File: config.mk
export PLATFORM = sky130hd
export DESIGN_NAME = conta_m5_ctrl
export DESIGN_NICKNAME = d
export VERILOG_FILES = /design/src/rtl/conta_m5_ctrl_pkg.sv /design/src/rtl/conta_m5_ctrl_conta_up_mod_ear.sv /design/src/rtl/conta_m5_ctrl.sv
export SDC_FILE = /design/constraint.sdc
export NUM_CORES = 1
export LEC_CHECK = 0
export CAP_MARGIN = 10
export CORE_MARGIN = 1.5
export CORE_UTILIZATION = 55
export CTS_BUF_LIST = sky130_fd_sc_hd__clkbuf_8
export DETAILED_ROUTE_END_ITERATION = 7
export PLACE_DENSITY = 0.82
export SKIP_CTS_REPAIR_TIMING = 1
export SYNTH_ARGS = -nofsm -noshare
export SYNTH_HDL_FRONTEND = slang
export SYNTH_SLANG_ARGS = --single-unit
File: constraint.sdc
create_clock -name clk -period 6 [get_ports clk]
set_clock_uncertainty 0.2 [all_clocks]
set_input_delay 1.8 -clock clk [delete_from_list [all_inputs] [get_ports clk]]
set_output_delay 1.8 -clock clk [all_outputs]
set_load 0.01 [all_outputs]
File: src/rtl/conta_m5_ctrl_pkg.sv
// Shared state encoding for the modulo-counter sequencer family.
package conta_m5_ctrl_pkg;

  typedef enum logic [1:0] {
    IDLE  = 2'd0,
    RUN   = 2'd1,
    PAUSA = 2'd2,
    FIN   = 2'd3
  } state_t;

endpackage

File: src/rtl/conta_m5_ctrl_conta_up_mod_ear.sv
// Modulo-N up counter with async reset, synchronous clear, enable and terminal-count flag.
module conta_up_mod_ear #(
  parameter int MODULO  = 5,
  parameter int ANCHO_Q = 3
) (
  input  logic               clk,
  input  logic               reset,
  input  logic               clear,
  input  logic               en,
  output logic [ANCHO_Q-1:0] q,
  output logic               tc
);

  localparam logic [ANCHO_Q-1:0] Q_MAX = ANCHO_Q'(MODULO - 1);

  assign tc = en && (q == Q_MAX);

  always_ff @(posedge clk or posedge reset) begin
    if (reset) begin
      q <= '0;
    end else if (clear) begin
      q <= '0;
    end else if (en) begin
      q <= (q == Q_MAX) ? '0 : q + ANCHO_Q'(1);
    end
  end

endmodule

File: src/rtl/conta_m5_ctrl.sv
// Sequencer that runs the modulo counter for a programmed number of complete turns,
// with pause/resume and abort; sole driver of the counter enable.
module conta_m5_ctrl
  import conta_m5_ctrl_pkg::*;
#(
  parameter int MODULO  = 5,
  parameter int ANCHO_Q = 3,
  parameter int ANCHO_N = 4
) (
  input  logic               clk,
  input  logic               reset,
  input  logic               start,
  input  logic               pause,
  input  logic               stop,
  input  logic [ANCHO_N-1:0] n_vueltas,
  output logic [ANCHO_Q-1:0] q,
  output logic [ANCHO_N-1:0] vueltas,
  output logic               busy,
  output logic               done
);

  state_t             state;
  logic [ANCHO_N-1:0] n_reg;
  logic [ANCHO_N-1:0] vueltas_inc;
  logic               cnt_en;
  logic               cnt_clr;
  logic               tc;

  assign vueltas_inc = vueltas + ANCHO_N'(1);
  assign cnt_en      = (state == RUN) && !stop && !pause;
  // q is zeroed when a run is launched and when a run is aborted.
  assign cnt_clr     = ((state == IDLE) && start) ||
                       (((state == RUN) || (state == PAUSA)) && stop);

  conta_up_mod_ear #(
    .MODULO (MODULO),
    .ANCHO_Q(ANCHO_Q)
  ) u_cnt (
    .clk  (clk),
    .reset(reset),
    .clear(cnt_clr),
    .en   (cnt_en),
    .q    (q),
    .tc   (tc)
  );

  // busy/done are registered alongside the state so they always mirror it.
  always_ff @(posedge clk or posedge reset) begin
    if (reset) begin
      state   <= IDLE;
      n_reg   <= '0;
      vueltas <= '0;
      busy    <= 1'b0;
      done    <= 1'b0;
    end else begin
      case (state)
        IDLE: begin
          if (start) begin
            vueltas <= '0;
            n_reg   <= n_vueltas;
            if (n_vueltas != '0) begin
              state <= RUN;
              busy  <= 1'b1;
            end else begin
              state <= FIN;
              done  <= 1'b1;
            end
          end
        end
        RUN: begin
          if (stop) begin
            state   <= IDLE;
            vueltas <= '0;
            busy    <= 1'b0;
          end else if (pause) begin
            state <= PAUSA;
          end else if (tc) begin
            vueltas <= vueltas_inc;
            if (vueltas_inc == n_reg) begin
              state <= FIN;
              busy  <= 1'b0;
              done  <= 1'b1;
            end
          end
        end
        PAUSA: begin
          if (stop) begin
            state   <= IDLE;
            vueltas <= '0;
            busy    <= 1'b0;
          end else if (!pause) begin
            state <= RUN;
          end
        end
        FIN: begin
          state <= IDLE;
          done  <= 1'b0;
        end
        default: begin
          state <= IDLE;
          busy  <= 1'b0;
          done  <= 1'b0;
        end
      endcase
    end
  end

endmodule
==> run metrics <==
status=finished, violations left; failing checks=design-rule violations; CP required=5980 ps; Vias=734; routability cong.=0.7854; Initial Util=0.6059; Final period util=0.5950; DP Cell Count=124; fin nets=130; initial antenna violation count=0; Max Buffers Root-to-Sink=2; clock latency on the worst-skew pair=approximately 250 ps; Rows=14; Antenna Cells=0; root buffer cell=clkbuf_8; Peak VDD IR=~0.00026 V; Die Y=44.45 um; post-DP HPWL=~1400 um; setup_tns=0 ps; routed vias/inst=5.734; Worst Path Max Fanout=8; Final min period=3570 ps; post-synthesis cell type count=29; Synth-to-Final Area Change=25.03%; DRT met1 WL=809 um; WL/cell=~14 um; YS warnings=0; post-route ant nets=0; Post-Syn Instances=91; synthesized flop and latch total=15; core area=1559 um2; gr usage total=0.2285; synthesized area=~940 um2; CTS tree=done; startpoint types=input port; Setup CP Type=input port to flip-flop; sequential area share after synthesis=0.3974; Top FF cell, synth=dfrtp_1; commonest non-fill, non-tap cell in the layout=clkdlybuf4s50_1; most frequent cells in the layout=clkdlybuf4s50_1, dfrtp_1, nand2_1; fraction of layout cells with a size suffix above 1=0.1518; actual slew at the worst max-slew pin=587.0 ps; RSZ-0062 raised after global routing=no; Critical Path End Type=flip-flop; worst-path cell chain=clkdlybuf4s50_1 -> nand3b_1 -> a2111o_1 -> a221oi_2 -> mux2i_1; port buffer count=17; top routing layer used=met4; CTS sink count=15; Final setup viols=0; initial DRC count=14; Pleak=0.5167 nW; vias in the first global route=745; CTS clk-pin slew, worst paths=60 ps; pin count of the biggest net entering global routing=16; Synth Net Count=108; fin. max-slew vios=0; number of synthesized flops with an enable pin=0; Critical-path top delay cell=a2111o_1; Synth async-reset ratio=1.000; GR Overflow Total=0; Power Density=399.4 nW/um2; Slew HR=0.6082; r2r setup slk=3720 ps; Final Hold Viols=0; Hold Path Class=flip-flop to flip-flop; Worst path max stage delay=540 ps; Worst EP arrival=3550 ps; H-tree levels=1; DRC Markers=4; first-pass GRT wire length=3174 um; I/O pin count=18; max-cap viol count=0; Routed Wire Length=1791 um; die footprint=1975 um2; syn avg cell area=around 10 um2; Num CTS Buffers=3; Filler cells=around 120; Layout Cells excl Fill=approximately 130; DRT Pass-1 Iters=8; met3 WL=79 um; Die Wd=between 40 and 50 um; detailed-routed wire length on met2=a little under 900 um; fmax=between 200 and 300 MHz
==> where the power goes <==
| group | internal [mW] | switching, mW | leakage (nW) |
|---|---|---|---|
| sequential | 0.134 | 0.0277 | 0.189 |
| clock | 0.0461 | 0.0374 | 0.0255 |
| combinational | 0.114 | 0.113 | 0.302 |
| total | 0.294 | 0.178 | 0.517 |
==> kinds of logic after synthesis <==
| logic type | share of synthesized area |
|---|---|
| compound gates | 0.1497 |
| xor+xnor | 0.06359 |
| fa+ha+maj | 0.1060 |
| buf+inv | 0.02782 |
| flops | 0.3974 |
| mux | 0.09271 |
| simple gates | 0.1629 |
==> synthesized netlist by cell type, drive strengths merged (2+ instances only) <==
| library cell | n | area [um2] |
|---|---|---|
| dfrtp | 15 | 375.4 |
| nand2 | 11 | 41.29 |
| ha | 8 | 100.1 |
| o21ai | 8 | 40.04 |
| inv | 7 | 26.28 |
| mux2 | 6 | 67.56 |
| a21oi | 4 | 20.02 |
| nor2 | 4 | 17.52 |
| xnor2 | 4 | 42.55 |
| nand3 | 3 | 20.02 |
| nor2b | 3 | 18.77 |
| a221oi | 2 | 30.03 |
| mux2i | 2 | 20.02 |
| nand3b | 2 | 15.01 |
| nor3 | 2 | 10.01 |
| xor2 | 2 | 17.52 |
==> through the flow <==
stage	hold WS [ps]	power (mW)	utilization	worst slack, ps	cell area [um2]
CTS	322.1	0.4764	0.7576	2421	1181
floorplan	299.8	0.3239	-	2857	944.7
detailed placement	308.3	0.3900	0.7279	2179	1135
global route	335.3	0.5050	0.7576	2309	1181
global placement	306.8	0.3847	0.7279	2162	1135
finish	315.3	0.4717	0.7576	2430	1181
==> worst max-delay path, delay by kind of cell <==
family | cells | cell delay, ps
muxes | 1 | 220
AOI/OAI and AO/OA | 2 | 780
buffers and inverters | 1 | 520
and+or+nand+nor | 1 | 210
==> metal layers <==
metal	vias to the layer above	GRT usage
met2	20	0.3824
met3	4	0.04898
li1	361	-
met4	0	0.1273
met1	349	0.2706
met5	-	0
==> path summary, 6_finish.rpt <==
check	end	start	cells past startpoint
min	done$_DFFE_PP0P_	done$_DFFE_PP0P_	2
max	busy$_DFFE_PP0P_	pause	5
min reg2reg	done$_DFFE_PP0P_	done$_DFFE_PP0P_	2
max reg2reg	state[1]$_DFFE_PP0P_	vueltas[0]$_DFFE_PP0P_	6
max in group asynchronous	vueltas[0]$_DFFE_PP0P_	reset	2
min in group asynchronous	state[1]$_DFFE_PP0P_	reset	2
==> final cells by class <==
| cell class | instances | area, um2 | area share |
|---|---|---|---|
| tap | 16 | 20.02 | 0.01695 |
| timing repair buffer | 17 | 170.2 | 0.1441 |
| sequential | 15 | 375.4 | 0.3178 |
| multi-input combinational | 69 | 543.0 | 0.4597 |
| clock inverter | 1 | 5.005 | 0.004237 |
| clock buffer | 3 | 41.29 | 0.03496 |
| inverter | 7 | 26.28 | 0.02225 |
Note: power is estimated with default switching activity, not from simulation.
